<file path="config.mk">
export PLATFORM = sky130hd
export DESIGN_NAME = inst_mem_pipe_flat
export DESIGN_NICKNAME = d
export VERILOG_FILES = /design/src/rtl/inst_mem_pipe_pkg.sv /design/src/rtl/inst_mem_pipe_if.sv /design/src/rtl/inst_mem_resp_fifo.sv /design/src/rtl/inst_mem_pipe.sv /design/src/flat_wrapper.sv
export SDC_FILE = /design/constraint.sdc
export NUM_CORES = 1
export LEC_CHECK = 0
export ABC_AREA = 1
export ABC_CLOCK_PERIOD_IN_PS = 3200
export CORE_MARGIN = 8
export CORE_UTILIZATION = 47
export DETAILED_ROUTE_END_ITERATION = 10
export GPL_ROUTABILITY_DRIVEN = 0
export HOLD_SLACK_MARGIN = 0.03
export PLACE_DENSITY = 0.8
export SYNTH_ARGS = -nofsm -noshare
export SYNTH_HDL_FRONTEND = slang
export SYNTH_SLANG_ARGS = --single-unit
</file>
<file path="constraint.sdc">
create_clock -name clk -period 3.2 [get_ports clk]
set_input_delay 0.32 -clock clk [delete_from_list [all_inputs] [get_ports clk]]
set_output_delay 0.32 -clock clk [all_outputs]
set_load 0.05 [all_outputs]
</file>
<file path="src/rtl/inst_mem_pipe_pkg.sv">
// Shared definitions for the instruction-memory responder.
// Default widths, the default response-entry layout and a sizing helper.
package inst_mem_pipe_pkg;

    localparam int DEF_ADDR_BITS = 32;
    localparam int DEF_DATA_BITS = 32;
    localparam int DEF_OPAQ_BITS = 8;
    localparam int DEF_DEPTH     = 2;
    localparam int DEF_MEM_WORDS = 256;

    // Response entry at the default widths; the top rebuilds the same
    // layout from its own parameters.
    typedef struct packed {
        logic [DEF_DATA_BITS-1:0] data;
        logic [DEF_OPAQ_BITS-1:0] opaque;
    } resp_entry_t;

    // Width that can hold count + inflight (up to depth + 1) without wrap.
    function automatic int occ_bits(input int depth);
        return $clog2(depth) + 2;
    endfunction

endpackage

</file>
<file path="src/rtl/inst_mem_pipe_if.sv">
// Fetch-side request/response channel of the instruction-memory responder.
//
// Handshake: a transfer happens on a rising clk edge where valid && ready.
// The sender holds valid and its payload stable until that edge; valid never
// waits on ready. The receiver may drive ready combinationally.
interface inst_mem_pipe_if
    import inst_mem_pipe_pkg::*;
#(
    parameter int p_addr_bits = DEF_ADDR_BITS,
    parameter int p_data_bits = DEF_DATA_BITS,
    parameter int p_opaq_bits = DEF_OPAQ_BITS
);
    logic                   req_val;
    logic                   req_rdy;
    logic [p_addr_bits-1:0] req_addr;
    logic [p_opaq_bits-1:0] req_opaque;
    logic                   resp_val;
    logic                   resp_rdy;
    logic [p_data_bits-1:0] resp_data;
    logic [p_opaq_bits-1:0] resp_opaque;

    // Fetch unit side.
    modport master (
        output req_val, req_addr, req_opaque, resp_rdy,
        input  req_rdy, resp_val, resp_data, resp_opaque
    );

    // Responder side.
    modport slave (
        input  req_val, req_addr, req_opaque, resp_rdy,
        output req_rdy, resp_val, resp_data, resp_opaque
    );
endinterface

</file>
<file path="src/rtl/inst_mem_resp_fifo.sv">
// Response FIFO: p_depth entries, head read straight from storage, with an
// occupancy count. Depth must be a power of two so pointers wrap naturally.
module inst_mem_resp_fifo
    import inst_mem_pipe_pkg::*;
#(
    parameter int p_width = DEF_DATA_BITS + DEF_OPAQ_BITS,
    parameter int p_depth = DEF_DEPTH
) (
    input  logic                     clk,
    input  logic                     rst,
    input  logic                     push,
    input  logic [p_width-1:0]       push_data,
    input  logic                     pop,
    output logic [p_width-1:0]       head,
    output logic [$clog2(p_depth):0] count,
    output logic                     full,
    output logic                     empty
);
    localparam int AW = $clog2(p_depth);

    logic [p_width-1:0] mem [p_depth];
    logic [AW-1:0]      wr_ptr;
    logic [AW-1:0]      rd_ptr;

    // Storage, pointers and count; simultaneous push/pop leaves count alone.
    always_ff @(posedge clk or posedge rst) begin
        if (rst) begin
            wr_ptr <= '0;
            rd_ptr <= '0;
            count  <= '0;
            for (int i = 0; i < p_depth; i++) begin
                mem[i] <= '0;
            end
        end else begin
            if (push) begin
                mem[wr_ptr] <= push_data;
                wr_ptr      <= wr_ptr + 1'b1;
            end
            if (pop) begin
                rd_ptr <= rd_ptr + 1'b1;
            end
            if (push && !pop) begin
                count <= count + 1'b1;
            end else if (!push && pop) begin
                count <= count - 1'b1;
            end
        end
    end

    assign head  = mem[rd_ptr];
    assign full  = (count == (AW+1)'(p_depth));
    assign empty = (count == '0);

    // The credit check upstream must make these impossible.
    push_to_full_a: assert property (@(posedge clk) disable iff (rst) !(push && full));
    pop_from_empty_a: assert property (@(posedge clk) disable iff (rst) !(pop && empty));

endmodule

</file>
<file path="src/rtl/inst_mem_pipe.sv">
// Pipelined instruction-memory responder: accepts fetch requests, reads a
// synchronous SRAM, returns each word tagged with its opaque, in order.
// A request is only accepted when a FIFO slot is guaranteed for its reply.
// Optional build macro: INST_MEM_PIPE_STATS_EN adds stat_reqs/stat_stalls.
module inst_mem_pipe
    import inst_mem_pipe_pkg::*;
#(
    parameter int p_addr_bits = DEF_ADDR_BITS,
    parameter int p_data_bits = DEF_DATA_BITS,
    parameter int p_opaq_bits = DEF_OPAQ_BITS,
    parameter int p_depth     = DEF_DEPTH,
    parameter int p_mem_words = DEF_MEM_WORDS
) (
    input  logic                           clk,
    input  logic                           rst,
    inst_mem_pipe_if.slave                 fetch,
    output logic                           sram_en,
    output logic [$clog2(p_mem_words)-1:0] sram_addr,
    input  logic [p_data_bits-1:0]         sram_rdata
`ifdef INST_MEM_PIPE_STATS_EN
    ,
    output logic [31:0]                    stat_reqs,
    output logic [31:0]                    stat_stalls
`endif
);
    localparam int SA = $clog2(p_mem_words);
    localparam int CW = occ_bits(p_depth);

    typedef struct packed {
        logic [p_data_bits-1:0] data;
        logic [p_opaq_bits-1:0] opaque;
    } entry_t;

    logic                   accept;
    logic                   pop;
    logic                   inflight;
    logic [p_opaq_bits-1:0] inflight_opaque;
    entry_t                 push_entry;
    entry_t                 head_entry;
    logic [$clog2(p_depth):0] count;
    logic                   fifo_full;
    logic                   fifo_empty;
    logic [CW-1:0]          occupancy;
    logic                   unused_addr;

    assign accept    = fetch.req_val && fetch.req_rdy;
    assign pop       = fetch.resp_val && fetch.resp_rdy;
    assign sram_en   = accept;
    // Byte offset dropped; bits above the SRAM index are ignored (index wraps).
    assign sram_addr = fetch.req_addr[SA+1:2];
    assign unused_addr = ^{fetch.req_addr[p_addr_bits-1:SA+2], fetch.req_addr[1:0], fifo_full};

    // Slots promised = buffered + reading - leaving this cycle.
    assign occupancy     = CW'(count) + CW'(inflight) - CW'(pop);
    assign fetch.req_rdy = (occupancy < CW'(p_depth));

    // Track the SRAM read in flight and the tag it belongs to.
    always_ff @(posedge clk or posedge rst) begin
        if (rst) begin
            inflight        <= 1'b0;
            inflight_opaque <= '0;
        end else begin
            inflight <= accept;
            if (accept) begin
                inflight_opaque <= fetch.req_opaque;
            end
        end
    end

    assign push_entry.data   = sram_rdata;
    assign push_entry.opaque = inflight_opaque;

    inst_mem_resp_fifo #(
        .p_width ($bits(entry_t)),
        .p_depth (p_depth)
    ) u_fifo (
        .clk       (clk),
        .rst       (rst),
        .push      (inflight),
        .push_data (push_entry),
        .pop       (pop),
        .head      (head_entry),
        .count     (count),
        .full      (fifo_full),
        .empty     (fifo_empty)
    );

    assign fetch.resp_val    = !fifo_empty;
    assign fetch.resp_data   = head_entry.data;
    assign fetch.resp_opaque = head_entry.opaque;

`ifdef INST_MEM_PIPE_STATS_EN
    // Saturating counters of accepted requests and stalled request cycles.
    always_ff @(posedge clk or posedge rst) begin
        if (rst) begin
            stat_reqs   <= '0;
            stat_stalls <= '0;
        end else begin
            if (accept && (stat_reqs != '1)) begin
                stat_reqs <= stat_reqs + 32'd1;
            end
            if (fetch.req_val && !fetch.req_rdy && (stat_stalls != '1)) begin
                stat_stalls <= stat_stalls + 32'd1;
            end
        end
    end
`endif

`ifndef SYNTHESIS
    // Line trace: "addr>opaque" on accept, "opaque<data" on response.
    function automatic string trace();
        string s;
        s = "";
        if (accept) begin
            s = $sformatf("%h>%h", fetch.req_addr, fetch.req_opaque);
        end
        if (pop) begin
            s = {s, (s.len() != 0) ? " " : "", $sformatf("%h<%h", fetch.resp_opaque, fetch.resp_data)};
        end
        return s;
    endfunction
`endif

endmodule
</file>
<file path="src/flat_wrapper.sv">
// flat-port wrapper written by rule: the top's interface ports become plain ports
module inst_mem_pipe_flat import inst_mem_pipe_pkg::*;
#(
    parameter int p_addr_bits = DEF_ADDR_BITS,
    parameter int p_data_bits = DEF_DATA_BITS,
    parameter int p_opaq_bits = DEF_OPAQ_BITS,
    parameter int p_depth     = DEF_DEPTH,
    parameter int p_mem_words = DEF_MEM_WORDS
)
  (clk, rst, sram_en, sram_addr, sram_rdata, fetch_req_val, fetch_req_addr, fetch_req_opaque, fetch_resp_rdy, fetch_req_rdy, fetch_resp_val, fetch_resp_data, fetch_resp_opaque);
  inst_mem_pipe_if #(.p_addr_bits(p_addr_bits), .p_data_bits(p_data_bits), .p_opaq_bits(p_opaq_bits)) fetch_i ();
  input  logic clk;
  input  logic rst;
  output logic sram_en;
  output logic [$clog2(p_mem_words)-1:0] sram_addr;
  input  logic [p_data_bits-1:0] sram_rdata;
  input wire logic [$bits(fetch_i.req_val)-1:0] fetch_req_val;
  input wire logic [$bits(fetch_i.req_addr)-1:0] fetch_req_addr;
  input wire logic [$bits(fetch_i.req_opaque)-1:0] fetch_req_opaque;
  input wire logic [$bits(fetch_i.resp_rdy)-1:0] fetch_resp_rdy;
  output wire logic [$bits(fetch_i.req_rdy)-1:0] fetch_req_rdy;
  output wire logic [$bits(fetch_i.resp_val)-1:0] fetch_resp_val;
  output wire logic [$bits(fetch_i.resp_data)-1:0] fetch_resp_data;
  output wire logic [$bits(fetch_i.resp_opaque)-1:0] fetch_resp_opaque;
  assign fetch_i.req_val = fetch_req_val;
  assign fetch_i.req_addr = fetch_req_addr;
  assign fetch_i.req_opaque = fetch_req_opaque;
  assign fetch_i.resp_rdy = fetch_resp_rdy;
  assign fetch_req_rdy = fetch_i.req_rdy;
  assign fetch_resp_val = fetch_i.resp_val;
  assign fetch_resp_data = fetch_i.resp_data;
  assign fetch_resp_opaque = fetch_i.resp_opaque;
  inst_mem_pipe #(.p_addr_bits(p_addr_bits), .p_data_bits(p_data_bits), .p_opaq_bits(p_opaq_bits), .p_depth(p_depth), .p_mem_words(p_mem_words)) u_core (.clk(clk), .rst(rst), .fetch(fetch_i), .sram_en(sram_en), .sram_addr(sram_addr), .sram_rdata(sram_rdata));
endmodule
</file>
==> flow_metrics.env <==
export IMPL_finalCritPeriodShare_pct=93.9
export IMPL_place_hpwl_um=6250
export IMPL_clock_path_buffers=2
export IMPL_synth_top_area_share_pct=54.1
export IMPL_cts_sinks=93
export IMPL_switching_share_pct=49.5
export IMPL_finalSetupTns_ps=0
export IMPL_die_area_um2=12500
export IMPL_die_x_um=112
export IMPL_worstSetupPathType="reg -> out"
export IMPL_drive_gt1_share_pct=19.2
export IMPL_synth_cell_types=19
export IMPL_synth_edf_count=0
export IMPL_cp_data_required_time_ps=2880
export IMPL_final_area_um2=5290
export IMPL_fp_row_count=35
export IMPL_synth_warnings=0
export IMPL_synthArstFlopShare_pct=100
export IMPL_fmax_ghz=0.333
export IMPL_rsz0062_at_grt="no"
export IMPL_dr_pass1_iters=5
export IMPL_ant_nets=0
export IMPL_status="finished, final reports clean"
export IMPL_synth_area_leaders="dfrtp_1, nand2_1, o21ai_2, o21ai_0, inv_1"
export IMPL_finalNetCount=657
export IMPL_synthTopCellsByCount="nand2_1, dfrtp_1, inv_1"
export IMPL_clk_pin_slew_ps=80
export IMPL_fin_skew_ps=16.2
export IMPL_cp_end_kind="primary output"
export IMPL_min_period_ps=3010
export IMPL_insertion_delay_ps=350
export IMPL_p_clk_share_pct=12.5
export IMPL_ios=127
export IMPL_p_leak_nw=2.82
export IMPL_io_buffers=86
export IMPL_combPwrFrac_pct=57.5
export IMPL_syn_area_per_cell_um2=8.48
export IMPL_p_int_mw=3.43
export IMPL_diodes=0
export IMPL_gr_usage_all_layers_pct=15.6
export IMPL_finalHoldViolations=0
export IMPL_slew_violations=0
export IMPL_p_total_mw=6.80
export IMPL_finalSetupViolations=0
export IMPL_h_tree_depth=3
export IMPL_netlist_instances=507
export IMPL_dpl_instance_area_um2=5050
export IMPL_dp_slack_ps=412
export IMPL_syn_area_um2=4300
export IMPL_p_seq_share_pct=30.0
export IMPL_viasPerCell=4.86
export IMPL_cts_buffers_inserted=9
export IMPL_cts_tree="done"
export IMPL_area_delta_synth_final_pct=23.1
export IMPL_drv_cap=0
export IMPL_root_buffer="clkbuf_8"
export IMPL_initial_utilization_pct=47.5
export IMPL_switchingPower_mw=3.37
export IMPL_slew_headroom_pct=18.0
export IMPL_die_y_um=112
export IMPL_grt_ovfl_total=0
export IMPL_synthFlopType="dfrtp_1"
export IMPL_first_iter_violations=174
export IMPL_synth_top_area_cell="dfrtp_1"
export IMPL_ir_drop_mv=1.18
export IMPL_grt_max_degree=82
export IMPL_core_area_um2=9060
export IMPL_utilization_pct=58.4
export IMPL_num_vias=3367
export IMPL_route_detailed_drc=0
export IMPL_startpoint_type="register"
export IMPL_setup_ws_ps=194
export IMPL_grt_pass1_vias=3555
export IMPL_antenna_found_initial=0
export IMPL_worst_slew_pin_slew_ps=1220
export IMPL_wl_um=9280
export IMPL_ys_seq_elements=93
export IMPL_hold_path_class="reg -> reg"
export IMPL_path_max_fanout=9
export IMPL_yosysMostFrequentCell="nand2_1"
export IMPL_seq_area_frac_synth_pct=54.1
export IMPL_syn_nets=586
export IMPL_grt_pass1_wl_um=16100
export IMPL_cp_arrival_ps=2690
export IMPL_power_density_nw_per_um2=1290
export IMPL_routedWlPerCell_um=13.4
## cells by family (layout without fill, tap and decap cells)
logic type | count (synthesis) | after routing | synth area share, %
and+or+nand+nor | 242 | 242 | 21.9
DFF | 93 | 93 | 54.1
buffers and inverters | 87 | 162 | 9.86
AOI/OAI and AO/OA | 80 | 80 | 12.7
adders and majority gates | 3 | 3 | 1.05
xor gates and xnor gates | 2 | 2 | 0.407
## worst max-delay path: stages, from the launching register on
cell and delay, ps:
dfrtp_1 400, inv_1 110, nand2_1 90, nand2_2 90, inv_1 60, ha_1 310, inv_1 110, nand2_1 80
fa_1 400, inv_1 70, nand2_1 50, nand2_1 120, buf_4 170, nand2_1 60, inv_1 100, buf_12 140
## what timing repair did
action | in CTS | in global routing
endpoints found under the setup margin | 0 | 2
hold buffers | 0 | 0
gates resized for setup | 0 | 3
buffers inserted | 0 | 2
## path summary, 6_finish.rpt
kind | start | cells after the start | end | slack [ps]
hold / removal | u_core.inflight_opaque[0] | 2 | u_core.inflight_opaque[0] | 480
setup / recovery | u_core.u_fifo.count[1] | 15 | fetch_req_rdy | 190
setup reg to reg | u_core.u_fifo.count[1] | 14 | u_core.inflight_opaque[0] | 930
max in group asynchronous | rst | 3 | u_core.u_fifo.mem[63] | 1890
min in group asynchronous | rst | 2 | u_core.u_fifo.count[0] | 510
hold reg to reg | u_core.inflight_opaque[0] | 2 | u_core.inflight_opaque[0] | 480
## through the flow
| step | hold WS (ps) | std cells |
|---|---|---|
| 2_1_floorplan | 442 | 507 |
| 4_1_cts | 479 | 691 |
| 3_5_place_dp | 459 | 676 |
| 6_report | 478 | 693 |
| 3_3_place_gp | 457 | 676 |
| 5_1_grt | 508 | 693 |
## metal layers
metal	global-route usage [%]	part of all wire, %	vias up
li1	-	-	1698
met1	18.6	44	1583
met2	26.4	49	73
met3	4.17	5.5	13
met4	5.65	1.5	0
met5	0	0	-
## placed cells by master (no fill, tap or decap), types with 9 or more instances in the layout
master,count
nand2_1,228
dfrtp_1,93
clkdlybuf4s50_1,44
inv_1,47
buf_4,50
nand4_1,9
o21ai_2,39
clkbuf_8,10
o21ai_0,40
## registers in the layout (all words and copies together), names as in the netlist
name / cells
u_core.u_fifo.mem: 80
u_core.inflight_opaque: 8
u_core.u_fifo.count: 2
u_core.inflight: 1
u_core.u_fifo.rd_ptr: 1
u_core.u_fifo.wr_ptr: 1
## power by group through the flow
stage	Combinational [mW]	Sequential, mW	Clock, mW
final	3.92	2.04	0.849
after detailed placement	3.91	2.07	0
after global routing	4.26	2.11	0.917
after global placement	3.83	2.03	0
after floorplan	2.84	1.99	0
after CTS	3.92	2.05	0.863
## area by class of cell
type	instances	area, um2
inverters	51	193
fillers	805	3770
clock buffers	11	141
well taps	111	139
flip-flops and latches	93	2330
multi-input cells	327	1570
repair buffers	96	856
clock inverters	4	72.6
No activity file was read; power rests on OpenSTA's default activity.
